<file path="src/rtl/fullchip_seq_ctrl.sv">
// Instruction sequencer for the fullchip attention core: walks the Q/K write, K load,
// execute, ofifo->pmem move, SFP and readout phases and emits a registered inst word.
module fullchip_seq_ctrl #(
   parameter int TOTAL_CYCLE = 8,
   parameter int COL         = 8,
   parameter int AW          = 4,
   parameter int GAP         = 10,
   parameter int DRAIN       = 3,
   localparam int NQW        = $clog2(TOTAL_CYCLE + 1),
   localparam int IW         = 2 * AW + 9
) (
   input  logic           clk,
   input  logic           reset,
   input  logic           start,
   input  logic [NQW-1:0] n_q,
   input  logic           k_reuse,
   input  logic           norm_en,
   input  logic           in_valid,
   output logic [IW-1:0]  inst,
   output logic           acc,
   output logic           div,
   output logic           fifo_ext_rd,
   output logic           data_is_k,
   output logic [AW-1:0]  data_idx,
   output logic           busy,
   output logic           done
);

   localparam int M1      = (TOTAL_CYCLE + 3 > COL + 1) ? TOTAL_CYCLE + 3 : COL + 1;
   localparam int M2      = (GAP > DRAIN) ? GAP : DRAIN;
   localparam int CNT_MAX = (M1 > M2) ? M1 : M2;
   localparam int CW      = $clog2(CNT_MAX + 1);

   typedef enum logic [3:0] {
      S_IDLE,
      S_QWR,
      S_KWR,
      S_KGAP,
      S_KLOAD,
      S_KTAIL,
      S_GAP_A,
      S_EXEC,
      S_GAP_B,
      S_MOVE,
      S_GAP_C,
      S_SFP,
      S_DRAIN,
      S_RDOUT,
      S_DONE
   } state_t;

   state_t          state;
   state_t          nxt_state;
   state_t          succ_state;
   logic [CW-1:0]   cnt;
   logic [CW-1:0]   nxt_cnt;
   logic            beat_wr;
   logic            nxt_wr;
   logic            take_start;

   logic [CW-1:0]   n_r;
   logic            k_reuse_r;
   logic            norm_en_r;
   logic [CW-1:0]   n_resolved;

   logic [CW-1:0]   beat_cnt;
   logic [CW-1:0]   beat_target;
   logic [CW-1:0]   phase_len;
   logic            phase_last;

   logic [AW-1:0]   o_qk_add;
   logic [AW-1:0]   o_p_add;
   logic            o_ofifo_rd;
   logic            o_execute;
   logic            o_load;
   logic            o_qmem_rd;
   logic            o_qmem_wr;
   logic            o_kmem_rd;
   logic            o_kmem_wr;
   logic            o_pmem_rd;
   logic            o_pmem_wr;
   logic            o_acc;
   logic            o_div;
   logic            o_fifo_ext_rd;
   logic            o_data_is_k;
   logic [AW-1:0]   o_data_idx;
   logic            o_busy;
   logic            o_done;

   assign n_resolved = (n_q == '0 || int'(n_q) > TOTAL_CYCLE) ? CW'(TOTAL_CYCLE) : CW'(n_q);

   // beat_wr records whether the current write-phase cycle carries an accepted beat
   assign beat_cnt    = cnt + CW'(beat_wr);
   assign beat_target = (state == S_KWR) ? CW'(COL) : n_r;

   always_comb begin
      phase_len = CW'(1);
      case (state)
         S_KGAP:                    phase_len = CW'(2);
         S_KLOAD:                   phase_len = CW'(COL + 1);
         S_KTAIL:                   phase_len = CW'(1);
         S_GAP_A, S_GAP_B, S_GAP_C: phase_len = CW'(GAP);
         S_EXEC, S_MOVE, S_SFP:     phase_len = n_r;
         S_DRAIN:                   phase_len = CW'(DRAIN);
         S_RDOUT:                   phase_len = n_r + CW'(3);
         default:                   phase_len = CW'(1);
      endcase
   end

   assign phase_last = (cnt == phase_len - CW'(1));

   always_comb begin
      succ_state = S_IDLE;
      case (state)
         S_KGAP:  succ_state = S_KLOAD;
         S_KLOAD: succ_state = S_KTAIL;
         S_KTAIL: succ_state = S_GAP_A;
         S_GAP_A: succ_state = S_EXEC;
         S_EXEC:  succ_state = S_GAP_B;
         S_GAP_B: succ_state = S_MOVE;
         S_MOVE:  succ_state = S_GAP_C;
         S_GAP_C: succ_state = S_SFP;
         S_SFP:   succ_state = S_DRAIN;
         S_DRAIN: succ_state = S_RDOUT;
         S_RDOUT: succ_state = S_DONE;
         default: succ_state = S_IDLE;
      endcase
   end

   // in_valid sampled at an edge decides whether the following write cycle strobes
   always_comb begin
      nxt_state  = state;
      nxt_cnt    = cnt;
      nxt_wr     = 1'b0;
      take_start = 1'b0;
      case (state)
         S_IDLE, S_DONE: begin
            nxt_state = S_IDLE;
            if (start) begin
               take_start = 1'b1;
               nxt_state  = S_QWR;
               nxt_cnt    = '0;
               nxt_wr     = in_valid;
            end
         end
         S_QWR, S_KWR: begin
            if (beat_cnt == beat_target) begin
               nxt_cnt = '0;
               if (state == S_KWR) begin
                  nxt_state = S_KGAP;
               end else if (k_reuse_r) begin
                  nxt_state = S_GAP_A;
               end else begin
                  nxt_state = S_KWR;
                  nxt_wr    = in_valid;
               end
            end else begin
               nxt_cnt = beat_cnt;
               nxt_wr  = in_valid;
            end
         end
         default: begin
            if (phase_last) begin
               nxt_state = succ_state;
               nxt_cnt   = '0;
            end else begin
               nxt_cnt = cnt + CW'(1);
            end
         end
      endcase
   end

   always_ff @(posedge clk) begin
      if (reset) begin
         state     <= S_IDLE;
         cnt       <= '0;
         beat_wr   <= 1'b0;
         n_r       <= '0;
         k_reuse_r <= 1'b0;
         norm_en_r <= 1'b0;
      end else begin
         state   <= nxt_state;
         cnt     <= nxt_cnt;
         beat_wr <= nxt_wr;
         if (take_start) begin
            n_r       <= n_resolved;
            k_reuse_r <= k_reuse;
            norm_en_r <= norm_en;
         end
      end
   end

   // Outputs describe the cycle being entered, so they are decoded from the next state
   always_comb begin
      o_qk_add      = '0;
      o_p_add       = '0;
      o_ofifo_rd    = 1'b0;
      o_execute     = 1'b0;
      o_load        = 1'b0;
      o_qmem_rd     = 1'b0;
      o_qmem_wr     = 1'b0;
      o_kmem_rd     = 1'b0;
      o_kmem_wr     = 1'b0;
      o_pmem_rd     = 1'b0;
      o_pmem_wr     = 1'b0;
      o_acc         = 1'b0;
      o_div         = 1'b0;
      o_fifo_ext_rd = 1'b0;
      o_data_is_k   = 1'b0;
      o_data_idx    = '0;
      o_busy        = (nxt_state != S_IDLE) && (nxt_state != S_DONE);
      o_done        = (nxt_state == S_DONE);
      case (nxt_state)
         S_QWR: begin
            o_qmem_wr  = nxt_wr;
            o_qk_add   = AW'(nxt_cnt);
            o_data_idx = AW'(nxt_cnt);
         end
         S_KWR: begin
            o_kmem_wr   = nxt_wr;
            o_data_is_k = 1'b1;
            o_qk_add    = AW'(nxt_cnt);
            o_data_idx  = AW'(nxt_cnt);
         end
         S_KLOAD: begin
            o_load    = 1'b1;
            o_kmem_rd = (nxt_cnt != '0);
            o_qk_add  = (nxt_cnt <= CW'(1)) ? '0 : AW'(nxt_cnt - CW'(1));
         end
         S_KTAIL: begin
            o_load = 1'b1;
         end
         S_EXEC: begin
            o_execute = 1'b1;
            o_qmem_rd = 1'b1;
            o_qk_add  = AW'(nxt_cnt);
         end
         S_MOVE: begin
            o_ofifo_rd = 1'b1;
            o_pmem_wr  = 1'b1;
            o_p_add    = AW'(nxt_cnt);
         end
         S_SFP: begin
            o_acc     = 1'b1;
            o_pmem_rd = 1'b1;
            o_div     = norm_en_r;
            o_p_add   = AW'(nxt_cnt);
         end
         S_RDOUT: begin
            o_fifo_ext_rd = 1'b1;
         end
         default: begin
         end
      endcase
   end

   always_ff @(posedge clk) begin
      if (reset) begin
         inst        <= '0;
         acc         <= 1'b0;
         div         <= 1'b0;
         fifo_ext_rd <= 1'b0;
         data_is_k   <= 1'b0;
         data_idx    <= '0;
         busy        <= 1'b0;
         done        <= 1'b0;
      end else begin
         inst        <= {o_ofifo_rd, o_qk_add, o_p_add, o_execute, o_load, o_qmem_rd,
                         o_qmem_wr, o_kmem_rd, o_kmem_wr, o_pmem_rd, o_pmem_wr};
         acc         <= o_acc;
         div         <= o_div;
         fifo_ext_rd <= o_fifo_ext_rd;
         data_is_k   <= o_data_is_k;
         data_idx    <= o_data_idx;
         busy        <= o_busy;
         done        <= o_done;
      end
   end

endmodule

</file>
<file path="config.mk">
export PLATFORM = sky130hd
export DESIGN_NAME = fullchip_seq_ctrl
export DESIGN_NICKNAME = d
export VERILOG_FILES = /design/src/rtl/fullchip_seq_ctrl.sv
export SDC_FILE = /design/constraint.sdc
export NUM_CORES = 1
export LEC_CHECK = 0
export BUFFER_PORTS_ARGS = -buffer_cell sky130_fd_sc_hd__clkbuf_2
export CAP_MARGIN = 20
export CORE_MARGIN = 2
export CORE_UTILIZATION = 57
export CTS_CLUSTER_DIAMETER = 50
export DETAILED_ROUTE_END_ITERATION = 12
export PLACE_DENSITY_LB_ADDON = 0.12
export SETUP_SLACK_MARGIN = 0.1
export SLEW_MARGIN = 30
export SYNTH_ARGS = -nofsm -noshare
export SYNTH_HDL_FRONTEND = slang
export SYNTH_SLANG_ARGS = --single-unit
export TNS_END_PERCENT = 10
</file>
<file path="constraint.sdc">
create_clock -name clk -period 5.26 [get_ports clk]
set_input_delay 1.052 -clock clk [delete_from_list [all_inputs] [get_ports clk]]
set_output_delay 1.052 -clock clk [all_outputs]
set_load 0.02 [all_outputs]
</file>
* After elaboration in Yosys (flattened, before gate mapping)
Memory sizes are Yosys's and may differ from the RTL's. A register that Yosys moved wholly into a read port is not among the register bits.
Index checks and enable logic that the tools add are counted.
** Word-level totals
- Bits in read-only memories :: 64
- Output and inout bits :: 27
- Word-level logic and storage cells :: 106
- RAM bits :: 0
- Bits in registers :: 42
- Memories kept :: 1
- Latch bits :: 0
- Bits of input ports :: 10
** Operators by class
- Multiply operators :: 0
- Add/sub/neg operators :: 5
- Reductions and logical operators :: 20
- Shift operators :: 0
- Bitwise operators :: 6
- Divide/modulo/power cells :: 0
- Mux-type cells :: 29
- Equality and inequality tests :: 25
- Order comparisons :: 2
** Memory list
- (no name shown) :: words 16, bits a word 4, read ports 1, clocked after memory_dff 1, write ports 0, RTL line 114 : case (state)
** Operators by type and width (count)
- equality test 4 bit (second input constant) :: 11
- 2-to-1 mux 4 bit :: 9
- equality test 4 x 3 -> 1 bit (second input constant) :: 6
- case mux 4 bit (2 select lines) :: 3
- case mux 4 bit (6 select lines) :: 1
- OR reduction 2 bit :: 11
- 2-to-1 mux 1 bit :: 13
- equality test 4 x 2 -> 1 bit (second input constant) :: 3
- OR reduction 3 bit :: 3
- equality test 4 x 1 -> 1 bit (second input constant) :: 2
- equality test 4 bit :: 2
- logical NOT 4 bit :: 2
- nonzero test 4 bit :: 2
- subtractor 4 x 1 -> 4 bit (second input constant) :: 2
- 2-to-1 mux 3 bit :: 2
- inverter 1 bit :: 6
- adder 4 x 1 -> 4 bit :: 1
- adder 4 x 1 -> 4 bit (second input constant) :: 1
- adder 4 x 2 -> 4 bit (second input constant) :: 1
- > comparator 4 bit (second input constant) :: 1
- <= comparator 4 x 1 -> 1 bit (second input constant) :: 1
- != test 4 bit (second input constant) :: 1
- case mux 1 bit (2 select lines) :: 1
- logical AND 1 bit :: 1
- logical OR 1 bit :: 1

* Depth between registers and ports, before layout
Gate-level depths: netlist (run 1).
- Depth in word-level cells :: 11
- Depth in mapped cells :: 22
- Depth with buffers taken out :: 20

* Least setup slack after synthesis (run 1)
Ideal clock, no wire load.
- Path kind :: reg2reg
- From :: reg state[3]
- To :: reg succ_state[1] (netlist name)
- Stages on the path, launching flop included :: 20
- Arrival :: 3.728 ns
- Slack :: 1.404 ns
- Clock period less this slack :: 3.856 ns
- Data required time :: 5.132 ns
- Path through :: dfxtp_1 buf_6 and3b_1 or3_1 o2bb2a_4 inv_1 ha_1 xnor2_1 nor2_1 o211a_4 a31oi_1 o21ai_4 or2_2 nand3_2 clkbuf_1 nor2_1 ha_1 mux2_2 a22oi_1 nor2_1
** Between the ends
- Cells in the longest elaborated chain, start to end :: 8
- Elaborated cells between the ends (all ways) :: 28
** Ends and longest elaborated chain
- from (decl) :: RTL line 52 : state_t state;
- from (signal assigned) :: RTL line 182 : state <= nxt_state;
- equality test 4 x 3 -> 1 bit / equality test 4 bit (equally long branches) :: RTL line 98 : case (state)
- OR reduction 3 bit :: RTL line 98
- case mux 4 bit (6 select lines) :: RTL line 98
- subtractor 4 x 1 -> 4 bit :: RTL line 110 : assign phase_last = (cnt == phase_len - CW'(1));
- equality test 4 bit :: RTL line 110
- 2-to-1 mux 4 bit :: RTL line 163 : if (phase_last) begin
- case mux 4 bit (2 select lines) (*) :: RTL line 136 : case (state)
- 2-to-1 mux 4 bit (no source line) (*)
Every way passes the cells marked *; elsewhere a longest branch is shown, timed or not.
A chain may end at the register's enable or synchronous reset.

* Worst setup path after layout (run 1)
- From :: reg state[3]
- To :: reg succ_state[1] (netlist name)
** Between the ends
- Cells in the longest elaborated chain, start to end :: 8
- Elaborated cells between the ends (all ways) :: 28
** Ends and longest elaborated chain (RTL line)
- equality test 4 x 3 -> 1 bit / equality test 4 bit (equally long branches) :: 98
- OR reduction 3 bit :: 98
- case mux 4 bit (6 select lines) :: 98
- subtractor 4 x 1 -> 4 bit :: 110
- equality test 4 bit :: 110
- 2-to-1 mux 4 bit :: 163
- case mux 4 bit (2 select lines) (*) :: 136
- 2-to-1 mux 4 bit (no source line) (*)
Marked as above.

==> impl_metrics.ini, run 1 <==
[yosys]
yosys.area.top_type_share_pct = 33.3
yosysWarnings = 0
synthesis.nets = 333
synth_cells = 311
netlist_top_cells_area = dfxtp_1, ha_1, nor2_1
synth_edf_count = 0
synth_area_um2 = 2590
synthFlopType = dfxtp_1
synthArstFlopShare_pct = 0
synth_top_cell_by_area = dfxtp_1
syn_area_per_cell_um2 = 8.32
ys_ff_latch = 43
yosysSeqAreaShare_pct = 33.3
synth_cell_types = 63

[min_path]
min-delay-start = norm_en_r
hold_path_class = reg -> reg

[die]
fp.dieArea_um2 = 5090
core-area_um2 = 4350
die_h_um = 71.4
die_w_um = 71.4
io_pins = 37
rows = 24
initial_core_util_pct = 59.4

[routing]
drc_errors = 0
dr_total_vias = 2205
drtPass1Iterations = 4
ant_nets = 0
wl_per_cell_um = 14.4
viasPerCell = 5.73
wirelength_um = 5530
drt_iter0_drc = 148

[timing]
setup_ws_ns = 0.835
setup_viol = 0
hold_viol = 0
relSlewSlack_pct = 51.9
tns_ns = 0
slew_viol_final = 0
max_clock_freq_mhz = 226
period_minus_slack_ns = 4.42
skew_ns = 0.00818
tightest_slew_ns = 0.701
fin_crit_sh_pct = 84.1
rsz0062_at_grt = no

[setup_path]
critPathMostFrequentCell = nor2_1
critPathLaunchType = register
critPathArrivalTime_ns = 4.59
crit_start = state[3]
r2r_start = state[3]
critical_path_class = reg -> reg
slowest_stage = dfxtp_1
critPathBufInv = 1
critPathMaxFanout = 17
cp_cell_sequence = and3b_1 > or3_1 > o2bb2a_4 > inv_1 > ha_1 > xnor2_1 > nor2_1 > o211a_4 > nand4_2 > o21ai_2 > mux2i_1 > o21a_1 > nor2_1 > ha_1 > mux2_2 > a22oi_1 > nor2_1
cp_top_family = compound AO/OA/AOI/OAI gates
cp_slowest_stage_delay_ns = 0.66
crit_required_ns = 5.42
cp-end-kind = register

[placed_design]
hpwlAfterDp_um = 4120
dpl.cell_count = 377
dp_slack_ns = 0.881
port_buffers = 36
gp_congestion = 0.934

[cts]
worstSkewPairLatency_ns = 0.29
cts_tree = done
max-clock-path-buffers = 2
cts_setup_buffers = 0
cts_made_buffers = 5
cts.sinks = 43
htree_levels = 2
cts_hold_buf = 0
ctsResizeCount = 0
cts_root_buffer = clkbuf_8
clkSlewWorstSetupHoldPaths_ns = 0.08

[finish]
area_growth_pct = 9.72
stdcell_count = 385
drive_above_1_share_pct = 22.2
antenna_cells = 0
n_fill_cell = 365
finalNetCount = 354

[status]
status = finished clean

[grt]
grt_pass1_vias = 1958
antenna_found_initial = 0
grt_overflow = 0
grt_pass1_wl_um = 9390
grt_max_degree = 30
grt_usage_pct = 23.1

[power]
peakVddDrop_uv = 294
power-per-cell-area_nw_per_um2 = 471
power.total_mw = 1.34
p_leak_nw = 1.19

[job]
maxCapViolations = 0
==> synth_stat cells (2+ instances only) <==
library cell / count
nor2_2: 2
dfxtp_1: 43
mux2_2: 4
nor3_1: 8
nor2b_1: 4
nor2_1: 39
nand3b_1: 3
inv_1: 12
buf_2: 10
mux2i_1: 6
o21ai_2: 3
buf_4: 3
a21oi_2: 3
and3_1: 3
clkbuf_1: 10
a31oi_1: 5
a22oi_1: 4
a211oi_2: 2
o211ai_1: 4
nor4_1: 4
xnor2_1: 9
or2_1: 2
o21ai_0: 9
o22ai_1: 3
ha_1: 12
nand4_1: 3
and2_1: 3
nand2b_1: 7
nand2_1: 22
or2_2: 3
a21oi_1: 20
nor4b_1: 4
nand3_1: 12
==> worst reg2reg max path, delay by kind of cell, from the launching register on <==
kind / cells / cell delay, ns
and+or+nand+nor: 6 / 1.06
buffers and inverters: 1 / 0.04
AOI/OAI and AO/OA: 5 / 1.21
muxes: 2 / 0.56
xor gates and xnor gates: 1 / 0.13
DFF: 1 / 0.66
adders and majority gates: 2 / 0.63
==> cells by family after synthesis <==
logic type / after synthesis / synth area share [%]
xor+xnor: 13 / 5.52
buf+inv: 37 / 6.58
compound gates: 68 / 19.1
simple gates: 128 / 25.7
fa+ha+maj: 12 / 5.81
flops: 43 / 33.3
mux: 10 / 4.06
==> per-stage QoR <==
| step | utilization (%) | instance area [um2] | hold slack [ns] |
|---|---|---|---|
| global route | 65.2 | 2840 | 0.508 |
| CTS | 65.2 | 2840 | 0.485 |
| global placement | 62.6 | 2730 | 0.469 |
| detailed placement | 62.6 | 2730 | 0.474 |
| finish | 65.2 | 2840 | 0.473 |
| floorplan | - | 2590 | 0.430 |
==> routing by layer <==
metal | share of wire, % | track usage [%] | up-vias | wire, um
met2 | 45 | 34.0 | 69 | 2480
met4 | 1.6 | 7.13 | 0 | 91
met1 | 47 | 34.4 | 1001 | 2610
met5 | 0 | 0 | - | 0
met3 | 6.3 | 4.08 | 9 | 349
li1 | - | - | 1126 | -
==> placed cells by master, fill, tap and decap left out, drive strengths merged, types with 2 or more instances in the layout <==
| cell type | netlist | layout |
|---|---|---|
| dfxtp | 43 | 43 |
| nor2 | 41 | 41 |
| clkbuf | 10 | 41 |
| a21oi | 23 | 23 |
| nand2 | 22 | 22 |
| o21ai | 14 | 14 |
| inv | 13 | 13 |
| nand3 | 13 | 13 |
| ha | 12 | 12 |
| xnor2 | 10 | 10 |
| nor3 | 8 | 8 |
| nand2b | 7 | 7 |
| mux2i | 6 | 6 |
| a31oi | 5 | 5 |
| or2 | 5 | 5 |
| o211ai | 4 | 4 |
| nor2b | 4 | 4 |
| nor4b | 4 | 4 |
| a22oi | 4 | 4 |
| nor4 | 4 | 4 |
| mux2 | 4 | 4 |
| nand4 | 4 | 4 |
| o22ai | 3 | 3 |
| and3 | 3 | 3 |
| and2 | 3 | 3 |
| nand3b | 3 | 3 |
| a211oi | 2 | 2 |
| buf | 14 | 2 |
| xor2 | 2 | 2 |
| o21bai | 2 | 2 |
| clkinv | 0 | 2 |
==> cell type report <==
class | count | area (um2) | share of cell area (%)
Sequential cell | 43 | 861 | 30.3
Clock inverter | 3 | 43.8 | 1.54
Clock buffer | 5 | 68.8 | 2.43
Tap cell | 52 | 65.1 | 2.29
Inverter | 13 | 48.8 | 1.72
Timing Repair Buffer | 38 | 195 | 6.88
Multi-Input combinational cell | 231 | 1560 | 54.8
==> sequential cells by signal (all words and copies together), names as in the netlist, 4 cells and up <==
signal      flops
inst           15
n_r             4
data_idx        4
cnt             4
state           4
succ_state      4
==> report_power, final <==
group | switching, mW | internal (mW) | total (mW)
clock | 0.109 | 0.141 | 0.250
sequential | 0.0590 | 0.359 | 0.418
combinational | 0.399 | 0.270 | 0.670
total | 0.567 | 0.771 | 1.34
==> final timing paths <==
path | to | slack, ns | cells past startpoint
min | norm_en_r | 0.47 | 2
max reg2reg | succ_state[1] | 0.84 | 17
max | succ_state[1] | 0.84 | 17
min reg2reg | norm_en_r | 0.47 | 2
Power figures use the tool's default switching activity.
==> run 2: changes to the inputs <==
==> constraint.sdc (replaced) <==
create_clock -name clk -period 4.4 [get_ports clk]
set_input_delay 0.88 -clock clk [delete_from_list [all_inputs] [get_ports clk]]
set_output_delay 0.88 -clock clk [all_outputs]
set_load 0.02 [all_outputs]
==> run 2 against run 1 <==
  * Sequential cell count unchanged
  * Largest cell class unchanged
  * Critical endpoint unchanged
  * Clock-buffer cell count rose by 1
  * Clock skew is 0.0027 ns lower
==> impl_metrics.ini, run 2 (synthesis gave the netlist of run 1 again) <==
[setup_path]
critPathMaxFanout = 17
critPathLaunchType = register
critPathArrivalTime_ns = 4.18
crit_required_ns = 4.57
critical_path_class = reg -> reg
cp_cell_sequence = nor2b_1 > or3_1 > o2bb2a_4 > inv_1 > ha_1 > xnor2_1 > nor2_1 > o211a_4 > nand4_2 > o21ai_2 > mux2i_1 > o21a_1 > nor2_1 > ha_1 > mux2_2 > a22oi_1 > nor2_1
cp-end-kind = register
critPathMostFrequentCell = nor2_1
cp_slowest_stage_delay_ns = 0.67
slowest_stage = dfxtp_1

[timing]
relSlewSlack_pct = 59.1
setup_ws_ns = 0.386
tightest_slew_ns = 0.613
hold_viol = 0
skew_ns = 0.00549
tns_ns = 0
max_clock_freq_mhz = 249
slew_viol_final = 0
setup_viol = 0
fin_hold_ws_ns = 0.483
period_minus_slack_ns = 4.01
fin_crit_sh_pct = 91.2
rsz0062_at_grt = yes

[min_path]
hold_path_class = reg -> reg

[finish]
top_register = inst
n_fill_cell = 373
largest_reg_flops = 15
seqCellArea_um2 = 861
fin_util_pct = 65.9
drive_above_1_share_pct = 23.5
antenna_cells = 0
multiInputGateArea_um2 = 1560
area_growth_pct = 11.0
finalNetCount = 361
final_common_cell = dfxtp_1
final_cell_mix = dfxtp_1, nor2_1, clkbuf_2

[routing]
wl_per_cell_um = 14.5
dr_total_vias = 2260
wirelength_um = 5700
drt_iter0_drc = 109
drc_errors = 0
drtPass1Iterations = 4
ant_nets = 0
viasPerCell = 5.77

[placed_design]
port_buffers = 36
hpwlAfterDp_um = 4280
dp_slack_ns = 0.378
gp_congestion = 0.888

[cts]
worstSkewPairLatency_ns = 0.29
htree_levels = 2
max-clock-path-buffers = 2
cts_made_buffers = 5
cts_root_buffer = clkbuf_8
clkSlewWorstSetupHoldPaths_ns = 0.08
cts.sinks = 43
cts_tree = done

[grt]
grt_pass1_wl_um = 9780
antenna_found_initial = 0
grt_overflow = 0
grt_max_degree = 30
grt_usage_pct = 24.1
grt_pass1_vias = 2116

[die]
die_h_um = 71.4
core-area_um2 = 4350
io_pins = 37
fp.dieArea_um2 = 5090
rows = 24
die_w_um = 71.4
initial_core_util_pct = 59.4

[status]
status = finished clean

[job]
maxCapViolations = 0

[power]
peakVddDrop_uv = 322
power-per-cell-area_nw_per_um2 = 552
power.total_mw = 1.59
p_leak_nw = 1.21
run 2: changes by cell type in the layout (fill, tap and decap cells not counted), sizes merged:
cell      previous run  this run
bufinv               1         0
clkinv               2         1
clkbuf              41        42
buf                  2         9
clkinvlp             0         1
run 2: path summary, 6_finish.rpt:
path                   from       endpoint  slack, ns  cells past startpoint
hold / removal    norm_en_r      norm_en_r       0.48                      2
setup / recovery   state[2]  succ_state[1]       0.39                     17
setup reg to reg   state[2]  succ_state[1]       0.39                     17
hold reg to reg   norm_en_r      norm_en_r       0.48                      2
run 2: final cells by class:
type / instances / area share (%)
multi-input cells: 231 / 54.4
flip-flops and latches: 43 / 30.0
repair buffers: 45 / 8.63
clock buffers: 6 / 2.53
well taps: 52 / 2.27
inverters: 13 / 1.70
clock inverters: 2 / 0.436
run 2: critical path: cells and delay by family (launching register included):
family                     cells  cell delay, ns
muxes                          2            0.56
AOI/OAI and AO/OA              5            1.00
and+or+nand+nor                6            0.86
buffers and inverters          1            0.04
xor gates and xnor gates       1            0.13
adders and majority gates      2            0.63
DFF                            1            0.67
run 2: power breakdown:
| part | leakage (nW) | total, mW | switching (mW) | internal, mW |
|---|---|---|---|---|
| Combinational | 0.818 | 0.850 | 0.498 | 0.352 |
| Sequential | 0.348 | 0.493 | 0.0644 | 0.429 |
| Clock | 0.0412 | 0.242 | 0.131 | 0.111 |
| Total | 1.21 | 1.59 | 0.694 | 0.892 |
run 2: layer usage:
layer,vias to the layer above,routed length (um),global-route usage [%]
li1,1149,-,-
met1,1030,2700,34.3
met2,74,2600,36.8
met3,7,342,5.34
met4,0,49,7.13
met5,-,0,0
run 2: repair_timing:
item	4_1_cts	5_1_grt
hold buffers	0	0
setup buffers	0	0
gates resized for setup	0	1
setup endpoints to repair	0	4
run 2: through the flow:
stage               cells  area [um2]
detailed placement    384        2780
finish                392        2870
global route          392        2870
CTS                   392        2860
floorplan             311        2590
global placement      384        2780
